<file path="src/rtl/sid_ctrl_pkg.sv">
// Shared types and widths for the sid8580 write front end.
// Reusable by any wrapper that drives the SID register port.
package sid_ctrl_pkg;

  localparam int ADDR_W       = 5;
  localparam int DATA_W       = 8;
  localparam int SID_NUM_REGS = 25;

  typedef enum logic {
    ST_IDLE,
    ST_CLEAR
  } seq_state_e;

endpackage

</file>
<file path="src/rtl/sid_wr_fifo.sv">
// Host write FIFO: power-of-two depth, first-word fall-through head.
// Full FIFO ignores push; empty FIFO ignores pop.
module sid_wr_fifo #(
  parameter  int DEPTH = 4,
  parameter  int W     = 13,
  localparam int AW    = $clog2(DEPTH)
) (
  input  logic         clk,
  input  logic         reset,
  input  logic         push,
  input  logic [W-1:0] wdata,
  input  logic         pop,
  output logic [W-1:0] rdata,
  output logic         full,
  output logic         empty,
  output logic [AW:0]  count
);

  logic [W-1:0]  mem_q [DEPTH];
  logic [AW-1:0] wr_q, wr_d;
  logic [AW-1:0] rd_q, rd_d;
  logic [AW:0]   count_q, count_d;
  logic          do_push, do_pop;

  assign full  = (count_q == (AW+1)'(DEPTH));
  assign empty = (count_q == '0);
  assign count = count_q;
  assign rdata = mem_q[rd_q];

  always_comb begin
    do_push = push & ~full;
    do_pop  = pop & ~empty;
    wr_d    = wr_q + AW'(do_push);
    rd_d    = rd_q + AW'(do_pop);
    count_d = count_q;
    unique case ({do_push, do_pop})
      2'b10:   count_d = count_q + (AW+1)'(1);
      2'b01:   count_d = count_q - (AW+1)'(1);
      default: count_d = count_q;
    endcase
  end

  always_ff @(posedge clk) begin
    if (reset) begin
      wr_q    <= '0;
      rd_q    <= '0;
      count_q <= '0;
    end else begin
      wr_q    <= wr_d;
      rd_q    <= rd_d;
      count_q <= count_d;
    end
  end

  always_ff @(posedge clk) begin
    if (do_push) mem_q[wr_q] <= wdata;
  end

endmodule

</file>
<file path="src/rtl/sid_write_sequencer.sv">
// Merges CPU, host FIFO and zero-fill writes onto the SID write port.
// CPU wins every cycle; clear and FIFO writes are paced by ce_1m.
module sid_write_sequencer
  import sid_ctrl_pkg::*;
#(
  parameter int FIFO_DEPTH = 4,
  parameter int NUM_REGS   = SID_NUM_REGS
) (
  input  logic              clk,
  input  logic              reset,
  input  logic              ce_1m,
  input  logic              cpu_we,
  input  logic [ADDR_W-1:0] cpu_addr,
  input  logic [DATA_W-1:0] cpu_data,
  input  logic              host_valid,
  output logic              host_ready,
  input  logic [ADDR_W-1:0] host_addr,
  input  logic [DATA_W-1:0] host_data,
  input  logic              clear,
  output logic              sid_we,
  output logic [ADDR_W-1:0] sid_addr,
  output logic [DATA_W-1:0] sid_data,
  output logic              busy
);

  localparam int FW = ADDR_W + DATA_W;
  localparam int CW = $clog2(FIFO_DEPTH) + 1;
  localparam logic [ADDR_W-1:0] LAST_IDX = ADDR_W'(NUM_REGS - 1);

  seq_state_e        state_q, state_d;
  logic [ADDR_W-1:0] clr_idx_q, clr_idx_d;
  logic              we_q, we_d;
  logic [ADDR_W-1:0] addr_q, addr_d;
  logic [DATA_W-1:0] data_q, data_d;

  logic          fifo_pop;
  logic          fifo_full;
  logic          fifo_empty;
  logic [CW-1:0] fifo_count;
  logic [FW-1:0] fifo_head;

  sid_wr_fifo #(
    .DEPTH (FIFO_DEPTH),
    .W     (FW)
  ) u_fifo (
    .clk   (clk),
    .reset (reset),
    .push  (host_valid),
    .wdata ({host_addr, host_data}),
    .pop   (fifo_pop),
    .rdata (fifo_head),
    .full  (fifo_full),
    .empty (fifo_empty),
    .count (fifo_count)
  );

  always_comb begin
    state_d   = state_q;
    clr_idx_d = clr_idx_q;
    we_d      = 1'b0;
    addr_d    = addr_q;
    data_d    = data_q;
    fifo_pop  = 1'b0;
    if (cpu_we) begin
      we_d   = 1'b1;
      addr_d = cpu_addr;
      data_d = cpu_data;
    end else if (ce_1m && state_q == ST_CLEAR) begin
      we_d      = 1'b1;
      addr_d    = clr_idx_q;
      data_d    = '0;
      clr_idx_d = clr_idx_q + ADDR_W'(1);
      if (clr_idx_q == LAST_IDX) begin
        state_d   = ST_IDLE;
        clr_idx_d = '0;
      end
    end else if (ce_1m && !fifo_empty) begin
      we_d     = 1'b1;
      fifo_pop = 1'b1;
      addr_d   = fifo_head[FW-1:DATA_W];
      data_d   = fifo_head[DATA_W-1:0];
    end
    // A clear request always (re)starts the fill from register 0
    if (clear) begin
      state_d   = ST_CLEAR;
      clr_idx_d = '0;
    end
  end

  always_ff @(posedge clk) begin
    if (reset) begin
      state_q   <= ST_IDLE;
      clr_idx_q <= '0;
      we_q      <= 1'b0;
      addr_q    <= '0;
      data_q    <= '0;
    end else begin
      state_q   <= state_d;
      clr_idx_q <= clr_idx_d;
      we_q      <= we_d;
      addr_q    <= addr_d;
      data_q    <= data_d;
    end
  end

  assign host_ready = ~fifo_full;
  assign sid_we     = we_q;
  assign sid_data   = data_q;
  assign sid_addr   = we_q ? addr_q : cpu_addr;
  assign busy       = (state_q == ST_CLEAR) | (fifo_count != '0);

endmodule

</file>
<file path="config.mk">
export PLATFORM = sky130hd
export DESIGN_NAME = sid_write_sequencer
export DESIGN_NICKNAME = d
export VERILOG_FILES = /design/src/rtl/sid_ctrl_pkg.sv /design/src/rtl/sid_wr_fifo.sv /design/src/rtl/sid_write_sequencer.sv
export SDC_FILE = /design/constraint.sdc
export NUM_CORES = 1
export LEC_CHECK = 0
export CORE_MARGIN = 4
export CORE_UTILIZATION = 25
export DETAILED_ROUTE_END_ITERATION = 16
export MAX_ROUTING_LAYER = met4
export RECOVER_POWER = 50
export SYNTH_ARGS = -nofsm -noshare
export SYNTH_HDL_FRONTEND = slang
export SYNTH_HIERARCHICAL = 1
export SYNTH_SLANG_ARGS = --single-unit
</file>
<file path="constraint.sdc">
create_clock -name clk -period 2.37 [get_ports clk]
set_input_delay 0.3555 -clock clk [delete_from_list [all_inputs] [get_ports clk]]
set_output_delay 0.3555 -clock clk [all_outputs]
set_load 0.005 [all_outputs]
</file>
Word level (Yosys, flattened, before mapping)
Memory sizes are Yosys's and may differ from the RTL's. A register that Yosys moved wholly into a read port is not among the register bits.
Index checks and enable logic that the tools add are counted.
- register bits after elaboration: 27
- latch bits: 0
- memory bits (writable): 52
- bits in read-only memories: 0
- output and inout bits: 16
- logic and storage cells: 58
- memories kept: 1
- memory list (name ; depth ; width ; rd ports ; clocked after Yosys merged registers in ; wr ports ; line ; text):
    u_fifo.mem_q ; 4 ; 13 ; 1 ; 1 ; 1 ; sid_wr_fifo.sv:19 ; logic [W-1:0] mem_q [DEPTH];
- add/sub/neg operators: 5
- multiply operators: 0
- div/mod/pow operators: 0
- $lt $le $gt $ge: 0
- equal/unequal tests: 5
- shift-type cells: 0
- multiplexer cells: 21
- bitwise operators: 6
- reductions and logical operators: 12
- operators by type and width (cell ; count):
    $mux 5 ; 5
    $mux 8 ; 3
    $mux 1 ; 11
    $pmux 3 s2 ; 1
    $reduce_bool 2->1 ; 3
    $reduce_bool 3->1 ; 2
    $add 5x1->5 const B ; 1
    $eq 5x5->1 const B ; 1
    $add 2x1->2 ; 2
    $add 3x1->3 const B ; 1
    $eq 3x3->1 const B ; 1
    $logic_not 3->1 ; 1
    $not 1->1 ; 3
    $reduce_and 3->1 ; 1
    $sub 3x1->3 const B ; 1
    $and 1x1->1 ; 2
    $eq 2x1->1 const B ; 1
    $eq 2x2->1 const B ; 1
    $logic_and 1x1->1 ; 2
    $mux 2 ; 1
    $ne 2x1->1 const B ; 1
    $reduce_and 2->1 ; 1
    $reduce_or 2->1 ; 1
    $logic_not 1->1 ; 1
    $or 1x1->1 ; 1

Longest topological paths before layout
Gate-level depths: netlist of the first run.
- depth after elaboration: 9
- gate-level depth with buffers: 10
- gate-level depth less buffers: 9

Cells and area by module
The synthesis of the first run kept the hierarchy.
- modules (own cells, without submodules) (module ; times used ; cells an instance ; area an instance (um^2)):
    sid_wr_fifo ; 1 ; 106 ; 2234.6
    sid_write_sequencer ; 1 ; 135 ; 1214.9

Worst setup path after synthesis of the first run
OpenSTA, ideal clock, no wires.
- kind: reg-to-reg
- from: reg state_q
- to: reg u_fifo.count_q[2], in the netlist u_fifo/count[2]
- library setup time: 0.070 ns
- arrival time: 2.094 ns
- setup slack: 0.206 ns
- stages on the path, launching flop included: 10
- buffers on the path: 1
- clock period less this slack: 2.164 ns
- cell sequence: dfxtp_1 > clkbuf_1 > nor4_1 > nor2b_1 > ha_1 > inv_1 > fa_1 > xor2_1 > or3_1 > a21oi_1
- word-level cells in the longest chain between the ends: 6
- elaborated cells on any way between the ends: 8
- classes of those cells: 2 x eq/ne; 3 x mux; 1 x bitwise; 2 x reduce/logical
- RTL lines (item ; line ; text):
    start, declared ; sid_write_sequencer.sv:30 ; seq_state_e state_q, state_d;
    start signal, assigned ; sid_write_sequencer.sv:98 ; state_q <= state_d;
    $logic_and 1x1->1 * ; sid_write_sequencer.sv:68 ; end else if (ce_1m && state_q == ST_CLEAR) begin
    $mux 1 * ; sid_write_sequencer.sv:68 ;
    $mux 1 * ; sid_write_sequencer.sv:64 ; if (cpu_we) begin
    via fifo_pop ; sid_write_sequencer.sv:36 ; logic fifo_pop;
    $and 1x1->1 * ; sid_wr_fifo.sv:32 ; do_pop = pop & ~empty;
    $eq 2x1->1 / $eq 2x2->1 (equally long branches) ; sid_wr_fifo.sv:36 ; unique case ({do_push, do_pop})
    $pmux 3 s2 / $reduce_bool 2->1 (equally long branches) ; - ;
    end signal, assigned ; sid_wr_fifo.sv:51 ; count_q <= count_d;
    end, declared ; sid_wr_fifo.sv:22 ; logic [AW:0] count_q, count_d;
Mark *: on every way through the listed nets, which the timed path passes. The rest lies on a longest branch.
A chain may end at the register's enable or synchronous reset.

Final worst setup path of the first run
- from: in ce_1m
- to: reg u_fifo.count_q[2], in the netlist u_fifo/count[2]
- word-level cells in the longest chain between the ends: 7
- elaborated cells on any way between the ends: 10
- classes of those cells: 2 x eq/ne; 4 x mux; 1 x bitwise; 3 x reduce/logical
- RTL lines (item ; line ; text):
    start, declared ; sid_write_sequencer.sv:11 ; input logic ce_1m,
    $logic_and 1x1->1 ; sid_write_sequencer.sv:77 ; end else if (ce_1m && !fifo_empty) begin
    $mux 1 ; sid_write_sequencer.sv:77 ;
    $mux 1 * ; sid_write_sequencer.sv:68 ;
    $mux 1 * ; sid_write_sequencer.sv:64 ;
    via fifo_pop ; sid_write_sequencer.sv:36 ;
    $and 1x1->1 * ; sid_wr_fifo.sv:32 ;
    $eq 2x1->1 / $eq 2x2->1 (equally long branches) ; sid_wr_fifo.sv:36 ;
    $pmux 3 s2 / $reduce_bool 2->1 (equally long branches) ; - ;
Marked as above.

==> impl_metrics.yaml, run 1 <==
synthesis:
  yosys.area.top_type: "edfxtp_1"
  synth-xor-area-share_pct: 1.02
  synth-seq-cells: 79
  muxShareOfSynthArea_pct: 10.7
  synth_edf_count: 52
  synth_fa_ha_area_share_pct: 2.39
  yosysWarnings: 6
  async_flop_share_pct: 0
  synth_area_um2: 3450
  synth_cells: 241
  netlist_top_cells_area: "edfxtp_1, dfxtp_1, mux4_2"
  synth_cell_types: 47
  synth_top_area_share_pct: 45.3
  syn_area_per_cell_um2: 14.3
  synthFlopType: "edfxtp_1"
  synth_compound_area_share_pct: 11.6
  synth_seq_area_share_pct: 60.9
  synth_fp_nets: 279
  synth_top_family_by_area: "compound AO/OA/AOI/OAI gates"
  synthSimpleGateAreaFrac_pct: 9.68
pwr:
  power_density_nw_per_um2: 753
  worst_ir_drop_vdd_mv: 0.372
  p_leak_nw: 1.58
global_route:
  grt_pass1_vias: 2368
  grt_start_max_net_pins: 21
  antenna_found_initial: 1
  grt_util_all_layers_pct: 10.8
  grt_pass1_wl_mm: 13.0
  grt.overflow.total: 0
die:
  fp.dieH_um: 125
  core_area_um2: 13400
  rows: 42
  die_x_um: 125
  io_pins: 48
  start_util_pct: 25.7
  die-area_um2: 15700
place:
  place_area_um2: 4200
  port_buffers: 47
  dp_hpwl_mm: 5.64
  gp_routability_congestion: 0.756
finish:
  final_common_cell: "edfxtp_1"
  fin_nets: 345
  layout-drive-gt1-share_pct: 19.6
  fill_cells: 1301
  design_area_um2: 4560
  ff_latch_area_um2: 2100
  area_growth_pct: 32.2
  mostFrequentLayoutCells: "edfxtp_1, dfxtp_1, clkdlybuf4s50_1"
  multi_input_area_um2: 1260
clock_tree:
  numCtsBuffers: 9
  cts_tree: "built"
  clock_latency_ps: 330
  numClockSinks: 79
  cts_max_level: 3
  cts_root_buffer: "clkbuf_16"
  cts_buffer_depth: 2
  cts.hold.buffers_added: 0
  path_clk_slew_ps: 60
setup_path:
  cp_data_arrival_time_ps: 2520
  cp.required_ps: 2630
  ff2ff_setup_slack_ps: 180
  cp-endpoint: "u_fifo/count[2]$_SDFFE_PP0P_"
  r2r_start: "u_fifo/count[2]$_SDFFE_PP0P_"
  r2r_cells: 8
  path_class: "in2reg"
  setup.worst_path.start_class: "input port"
  endpoint_kind: "flip-flop"
  worstPathMaxFanout: 2
  reg2reg_to: "u_fifo/count[2]$_SDFFE_PP0P_"
  startpoint: "ce_1m"
sta:
  setup_tns_ps: 0
  post-route-period-util_pct: 95.5
  fmax_mhz: 442
  worst_pin_slew_ps: 649
  hold_viol: 0
  finalCriticalPeriod_ps: 2260
  fin_worst_skew_ps: 3.71
  setup_viol: 0
  relSlewSlack_pct: 56.7
  maxSlewViolCount: 0
detailed_routing:
  vias: 2292
  routed_wl_mm: 7.85
  postRouteAntennaNets: 0
  route.detailed.drc: 0
  avgViaCountPerCell: 4.69
  wl_per_cell_um: 16.1
  first_iter_violations: 289
  drt-pass1-iter-count: 4
min_path:
  hold_class: "reg2reg"
job:
  drv_cap: 0
run_status:
  status: "completed"
worst min path at each step:
stage / startpoint / to / cells past startpoint
after floorplan: reset / u_fifo/count[2]$_SDFFE_PP0P_ / 1
final: sid_data[2]$_SDFFE_PP0P_ / sid_data[2]$_SDFFE_PP0P_ / 2
after detailed placement: sid_data[2]$_SDFFE_PP0P_ / sid_data[2]$_SDFFE_PP0P_ / 2
after global placement: sid_data[2]$_SDFFE_PP0P_ / sid_data[2]$_SDFFE_PP0P_ / 2
after global routing: sid_data[2]$_SDFFE_PP0P_ / sid_data[2]$_SDFFE_PP0P_ / 2
after CTS: sid_data[2]$_SDFFE_PP0P_ / sid_data[2]$_SDFFE_PP0P_ / 2
final cells by class:
cell class	instances	share of cell area [%]
diodes	1	0.0549
clock buffers	10	5.02
clock inverters	6	1.87
inverters	14	1.15
multi-input cells	136	27.7
flip-flops and latches	79	46.1
well taps	176	4.83
repair buffers	67	13.3
cell usage after synthesis (3+ instances only):
cell	number
a211oi_1	5
a21oi_1	4
a221oi_1	3
and3_1	6
buf_6	3
clkbuf_1	6
dfxtp_1	27
edfxtp_1	52
ha_1	5
inv_1	14
mux2_2	5
mux4_1	3
mux4_2	10
nand2_1	4
nand2b_1	6
nand3b_1	3
nor2_1	19
nor2b_1	4
nor3_1	3
nor3b_1	3
o2111a_1	5
o2111ai_1	5
o21ai_0	12
o21bai_1	3
o41ai_2	5
timing repair:
action	in CTS	in global routing
buffers inserted	2	1
setup endpoints to repair	1	1
pin swaps	2	1
resized for setup	4	5
worst max-delay path, cell delays in order:
cell             delay [ps]
clkdlybuf4s50_1         500
inv_2                    60
nor4_4                  240
nor2b_4                 200
ha_2                    170
inv_1                    50
fa_2                    330
xor2_1                  160
or3_1                   330
a21oi_2                 130
per-stage QoR:
step / power, mW / std cells / util, % / worst slack (ps) / hold WS [ps]
2_1_floorplan: 1.82 / 241 / - / 206 / 425
3_3_place_gp: 2.02 / 469 / 31.4 / -391 / 482
3_5_place_dp: 2.03 / 469 / 31.4 / -460 / 480
4_1_cts: 3.47 / 487 / 33.9 / 0.431 / 488
5_1_grt: 3.58 / 489 / 34.0 / -9.44 / 509
6_report: 3.43 / 489 / 34.0 / 108 / 489
logic make-up (layout without fill, tap and decap cells):
family,after synthesis,in the layout
DFF,79,79
muxes,19,19
buffers and inverters,26,97
AOI/OAI and AO/OA,48,48
and+or+nand+nor,59,59
xor gates and xnor gates,4,4
other,0,1
adders and majority gates,6,6
layer usage:
metal | track usage, % | vias up | share of wire (%) | wire, µm
met5 | - | - | 0 | 0
met4 | 3.70 | 0 | 1.6 | 125
met3 | 3.16 | 15 | 5.1 | 403
met2 | 16.6 | 69 | 48 | 3740
met1 | 13.6 | 1134 | 46 | 3580
li1 | - | 1074 | - | -
registers in the layout (all words and copies together) (netlist names):
name,count
u_fifo/rd_q,2
u_fifo/mem_q,52
u_fifo/count,3
clr_idx_q,5
sid_we,1
sid_data,8
u_fifo/wr_q,2
state_q,1
addr_q,5
where the power goes:
group	total (mW)	internal, mW	switching, mW
combinational	0.405	0.205	0.200
sequential	1.59	1.55	0.0408
clock	1.44	0.918	0.518
total	3.43	2.68	0.759
Power figures use the tool's default switching activity.
==> run 2, diff against run 1 <==
--- a/config.mk
+++ b/config.mk
@@ -8,6 +8,7 @@
 export CORE_MARGIN = 4
 export CORE_UTILIZATION = 25
 export DETAILED_ROUTE_END_ITERATION = 16
+export HOLD_SLACK_MARGIN = 0.05
 export MAX_ROUTING_LAYER = met4
 export RECOVER_POWER = 50
 export SYNTH_ARGS = -nofsm -noshare
==> constraint.sdc (replaced) <==
create_clock -name clk -period 2.8 [get_ports clk]
set_input_delay 0.42 -clock clk [delete_from_list [all_inputs] [get_ports clk]]
set_output_delay 0.42 -clock clk [all_outputs]
set_load 0.005 [all_outputs]
==> run 2 against run 1 <==
Compared with the run above:
- critical endpoint unchanged
- sequential share of layout area grew 1.0 points
- clock skew up 1.9 ps
- core utilization shrank 0.75 points
- highest routed layer unchanged
- global-route usage fell by 0.28 points
- die area stayed put
- cell count shrank 1.2%
- wire length fell by 1.4%
- clock power shrank 18%
- via count decreased by 3.6%
- hold slack worse by 27 ps
- sequential power decreased by 15%
==> impl_metrics.yaml, run 2 (synthesis results as in run 1) <==
die:
  die_x_um: 125
  fp.dieH_um: 125
  io_pins: 48
  die-area_um2: 15700
  core_area_um2: 13400
  rows: 42
  start_util_pct: 25.7
pwr:
  power_switching_uw: 667
  worst_ir_drop_vdd_mv: 0.290
  power_frac_comb_pct: 11.5
  p_leak_nw: 1.52
  power_switching_share_pct: 23.4
  p_clk_share_pct: 41.2
  power_frac_seq_pct: 47.2
  total_power_mw: 2.85
  p_int_mw: 2.18
  power_density_nw_per_um2: 639
clock_tree:
  clock_latency_ps: 330
  post_cts_buffers: 0
  cts_tree: "built"
  numCtsBuffers: 9
  cts_resized: 0
  cts.hold.buffers_added: 0
  path_clk_slew_ps: 60
  numClockSinks: 79
  cts_buffer_depth: 2
  cts_max_level: 3
  cts_root_buffer: "clkbuf_16"
detailed_routing:
  wl_per_cell_um: 16.0
  postRouteAntennaNets: 0
  drt-pass1-iter-count: 4
  first_iter_violations: 163
  routed_wl_mm: 7.74
  vias: 2210
  route.detailed.drc: 0
  avgViaCountPerCell: 4.58
setup_path:
  cp.required_ps: 3060
  path_depth: 10
  ff2ff_setup_slack_ps: 460
  cp_data_arrival_time_ps: 2810
  slowest_delay_ps: 490
  cpLargestDelayFamily: "simple AND/OR/NAND/NOR gates"
  endpoint_kind: "flip-flop"
  path_class: "in2reg"
  cp_cell_sequence: "clkdlybuf4s50_1, inv_1, nor4_1, nor2b_1, ha_1, inv_1, fa_1, xor2_1, or3_1, a21oi_1"
  cp_num_buf_inv: 3
  startpoint: "ce_1m"
  r2r_start: "u_fifo/count[0]$_SDFFE_PP0P_"
  setup.worst_path.start_class: "input port"
  reg2reg_to: "u_fifo/count[2]$_SDFFE_PP0P_"
  cp-endpoint: "u_fifo/count[2]$_SDFFE_PP0P_"
  r2r_cells: 9
  worstPathMaxFanout: 2
  cpMostUsedCell: "inv_1"
  crit_slowest_cell: "clkdlybuf4s50_1"
finish:
  layout-drive-gt1-share_pct: 15.4
  area_growth_pct: 29.3
  largest_register: "u_fifo/mem_q"
  fin_nets: 338
  final_util_pct: 33.3
  fill_cells: 1320
  largest_reg_flops: 52
  final_common_cell: "edfxtp_1"
  mostFrequentLayoutCells: "edfxtp_1, clkdlybuf4s50_1, dfxtp_1"
sta:
  maxSlewViolCount: 0
  post-route-period-util_pct: 91.1
  worst_pin_slew_ps: 923
  rsz0062_at_grt: "false"
  hold_viol: 0
  fin_worst_skew_ps: 5.63
  relSlewSlack_pct: 38.5
  finalCriticalPeriod_ps: 2550
  fmax_mhz: 392
  setup_viol: 0
place:
  dp_hpwl_mm: 5.56
  port_buffers: 47
  gp_routability_congestion: 0.725
min_path:
  hold_class: "reg2reg"
global_route:
  grt_pass1_vias: 2286
  grt_pass1_wl_mm: 12.4
  grt.overflow.total: 0
  antenna_found_initial: 2
  grt_util_all_layers_pct: 10.5
  grt_start_max_net_pins: 21
job:
  drv_cap: 0
run_status:
  status: "completed"
[run 2: cell types whose count changed in the layout (fill, tap and decap cells not counted), sizes merged, moves of 2 or more]
cell	delta
clkinv	-2
buf	-6
clkdlybuf4s50	+8
clkbuf	-2
dlygate4sd3	-8
inv	+3
[run 2: metal layers]
| layer | GRT usage [%] | vias to the layer above | wire (µm) |
|---|---|---|---|
| li1 | - | 1060 | - |
| met1 | 12.7 | 1072 | 3440 |
| met2 | 16.0 | 63 | 3650 |
| met3 | 3.92 | 15 | 474 |
| met4 | 4.02 | 0 | 188 |
| met5 | - | - | 0 |
[run 2: area by class of cell]
cell class              instances  area, µm²  share of cell area (%)
flip-flops and latches         79       2100                    47.1
multi-input cells             136       1220                    27.3
repair buffers                 60        557                    12.5
clock buffers                   9        225                    5.05
well taps                     176        220                    4.94
clock inverters                 7       78.8                    1.77
inverters                      14       52.6                    1.18
diodes                          2       5.00                   0.112
[run 2: how the worst min path moves through the flow]
stage | startpoint | endpoint | slack (ps) | cells after the start
3_5_place_dp | sid_data[2]$_SDFFE_PP0P_ | sid_data[2]$_SDFFE_PP0P_ | 460 | 2
4_1_cts | sid_data[2]$_SDFFE_PP0P_ | sid_data[2]$_SDFFE_PP0P_ | 470 | 2
3_3_place_gp | sid_data[2]$_SDFFE_PP0P_ | sid_data[2]$_SDFFE_PP0P_ | 470 | 2
6_report | sid_data[2]$_SDFFE_PP0P_ | sid_data[2]$_SDFFE_PP0P_ | 460 | 2
5_1_grt | sid_data[2]$_SDFFE_PP0P_ | sid_data[2]$_SDFFE_PP0P_ | 490 | 2
2_1_floorplan | sid_data[0]$_SDFFE_PP0P_ | sid_data[0]$_SDFFE_PP0P_ | 460 | 2
[run 2: worst min-delay path: cells and delay by family, from the launching register on]
family | cells | cell delay, ps
buffers and inverters | 1 | 40
AOI/OAI and AO/OA | 1 | 60
DFF | 1 | 310
[run 2: per-stage QoR]
stage               setup TNS (ps)  area [µm²]  hold WS, ps  setup WS (ps)  instances
floorplan                        0        3450          456            572        241
CTS                              0        4480          467            277        481
global route                     0        4460          491           92.1        483
detailed placement           -53.7        4170          457          -53.7        465
finish                           0        4460          462            249        483
global placement             -2.72        4170          466          -2.72        465
[run 2: power by group through the flow]
stage / Combinational (mW) / Sequential [mW] / Clock [mW]
after global routing: 0.361 / 1.35 / 1.27
after detailed placement: 0.340 / 1.37 / 0
after global placement: 0.335 / 1.37 / 0
final: 0.329 / 1.35 / 1.18
after CTS: 0.342 / 1.35 / 1.21
after floorplan: 0.180 / 1.36 / 0
==> run 3, diff against run 2 <==
--- a/config.mk
+++ b/config.mk
@@ -5,11 +5,13 @@
 export SDC_FILE = /design/constraint.sdc
 export NUM_CORES = 1
 export LEC_CHECK = 0
+export CORE_ASPECT_RATIO = 0.8
 export CORE_MARGIN = 4
 export CORE_UTILIZATION = 25
 export DETAILED_ROUTE_END_ITERATION = 16
 export HOLD_SLACK_MARGIN = 0.05
 export MAX_ROUTING_LAYER = met4
+export PLACE_DENSITY = 0.52
 export RECOVER_POWER = 50
 export SYNTH_ARGS = -nofsm -noshare
 export SYNTH_HDL_FRONTEND = slang
==> constraint.sdc (replaced) <==
create_clock -name clk -period 3.2 [get_ports clk]
set_input_delay 0.48 -clock clk [delete_from_list [all_inputs] [get_ports clk]]
set_output_delay 0.48 -clock clk [all_outputs]
set_load 0.005 [all_outputs]
==> run 3 against run 2 <==
Compared with the run above:
- die area about the same
- first-iteration DRC count down 37%
- clock power down 14%
- non-clock buffer count down 2
- critical path depth unchanged
- global-route usage up 0.093 points
- via count down 1.7%
- flip-flop and latch count unchanged
- combinational power down 13%
- total power down 13%
- sequential power down 13%
- largest cell class unchanged
- highest routed layer unchanged
==> impl_metrics.yaml, run 3 (synthesis results as in run 1) <==
run_status:
  status: "completed"
sta:
  hold_ws_ps: 467
  setup_viol: 0
  finalCriticalPeriod_ps: 2620
  relSlewSlack_pct: 43.1
  fmax_mhz: 382
  fin_worst_skew_ps: 4.96
  rsz0062_at_grt: "false"
  hold_viol: 0
  post-route-period-util_pct: 81.8
  worst_pin_slew_ps: 853
  setup_tns_ps: 0
  maxSlewViolCount: 0
clock_tree:
  cts_root_buffer: "clkbuf_16"
  cts_buffer_depth: 2
  numCtsBuffers: 9
  cts_max_level: 3
  numClockSinks: 79
  cts_resized: 0
  clock_latency_ps: 340
  post_cts_buffers: 0
  path_clk_slew_ps: 60
  cts_tree: "built"
  cts.hold.buffers_added: 0
finish:
  area_growth_pct: 28.8
  largest_reg_flops: 52
  mostFrequentLayoutCells: "edfxtp_1, clkdlybuf4s50_1, dfxtp_1"
  stdcell_count: 483
  final_common_cell: "edfxtp_1"
  largest_register: "u_fifo/mem_q"
  diodes: 0
  fin_nets: 336
  layout-drive-gt1-share_pct: 15.2
global_route:
  grt_pass1_vias: 2269
  grt_util_all_layers_pct: 10.6
  antenna_found_initial: 0
  grt_pass1_wl_mm: 12.4
  grt_start_max_net_pins: 21
  grt.overflow.total: 0
place:
  dp_hpwl_mm: 5.46
  placed_cells: 467
  gp_routability_congestion: 0.778
  port_buffers: 47
detailed_routing:
  postRouteAntennaNets: 0
  wl_per_cell_um: 15.9
  routed_wl_mm: 7.69
  avgViaCountPerCell: 4.50
  first_iter_violations: 103
  vias: 2172
  route.detailed.drc: 0
  drt-pass1-iter-count: 4
min_path:
  holdPathEnd: "sid_data[1]$_SDFFE_PP0P_"
  whs_path_depth: 2
  worstHoldStart: "sid_data[1]$_SDFFE_PP0P_"
  hold_class: "reg2reg"
setup_path:
  setup.worst_path.start_class: "input port"
  cp_data_arrival_time_ps: 2890
  worstPathMaxFanout: 2
  endpoint_kind: "flip-flop"
  ff2ff_setup_slack_ps: 820
  reg2reg_to: "u_fifo/count[2]$_SDFFE_PP0P_"
  r2r_cells: 9
  r2r_start: "u_fifo/count[0]$_SDFFE_PP0P_"
  path_class: "in2reg"
  cp.required_ps: 3470
die:
  die-area_um2: 15800
  fp.dieH_um: 113
  io_pins: 48
  rows: 38
  die_x_um: 139
  core_area_um2: 13600
  start_util_pct: 25.5
job:
  drv_cap: 0
pwr:
  power_density_nw_per_um2: 556
  p_leak_nw: 1.51
  worst_ir_drop_vdd_mv: 0.249
run 3: cell types whose count changed in the layout (fill, tap and decap cells not counted), sizes merged:
cell / before / now
clkbuf: 12 / 13
diode: 2 / 0
inv: 17 / 15
clkinv: 2 / 3
clkdlybuf4s50: 33 / 32
buf: 10 / 8
dlygate4sd3: 14 / 15
run 3: layer usage:
| metal | vias to the layer above | part of all wire (%) | global-route usage, % |
|---|---|---|---|
| li1 | 1057 | - | - |
| met1 | 1045 | 51 | 14.1 |
| met2 | 66 | 42 | 14.7 |
| met3 | 4 | 6.9 | 4.77 |
| met4 | 0 | 0.52 | 2.54 |
| met5 | - | 0 | - |
run 3: per-stage QoR:
stage	util (%)	area [µm²]	worst slack, ps	power [mW]
after floorplan	-	3450	912	1.35
after detailed placement	30.8	4170	267	1.50
after global routing	32.8	4440	460	2.59
final	32.8	4440	582	2.47
after CTS	33.0	4470	603	2.52
after global placement	30.8	4170	249	1.49
run 3: worst max-delay path by stage:
stage                              endpoint  cells after the start  slack, ps  startpoint
6_report       u_fifo/count[2]$_SDFFE_PP0P_                     10        580       ce_1m
3_3_place_gp   u_fifo/count[2]$_SDFFE_PP0P_                     10        250       ce_1m
3_5_place_dp   u_fifo/count[2]$_SDFFE_PP0P_                     10        270       ce_1m
4_1_cts        u_fifo/count[2]$_SDFFE_PP0P_                     10        600       ce_1m
5_1_grt        u_fifo/count[2]$_SDFFE_PP0P_                     10        460       ce_1m
2_1_floorplan  u_fifo/count[2]$_SDFFE_PP0P_                      9        910      cpu_we
run 3: area by class of cell:
type	count	area [µm²]
Multi-Input combinational cell	136	1220
Clock buffer	10	229
Sequential cell	79	2100
Fill cell	1338	9110
Tap cell	180	225
Timing Repair Buffer	58	542
Clock inverter	6	68.8
Inverter	14	52.6
run 3: worst max-delay path: stages:
cell and delay (ps):
clkdlybuf4s50_1 480, inv_1 60, nor4_1 360, nor2b_1 250, ha_1 210, inv_1 60
fa_1 380, xor2_1 160, or3_1 300, a21oi_1 140
run 3: where the power goes:
| part | switching, mW | leakage (nW) | internal (mW) |
|---|---|---|---|
| Sequential | 0.0285 | 0.700 | 1.15 |
| Combinational | 0.140 | 0.666 | 0.148 |
| Clock | 0.400 | 0.143 | 0.607 |
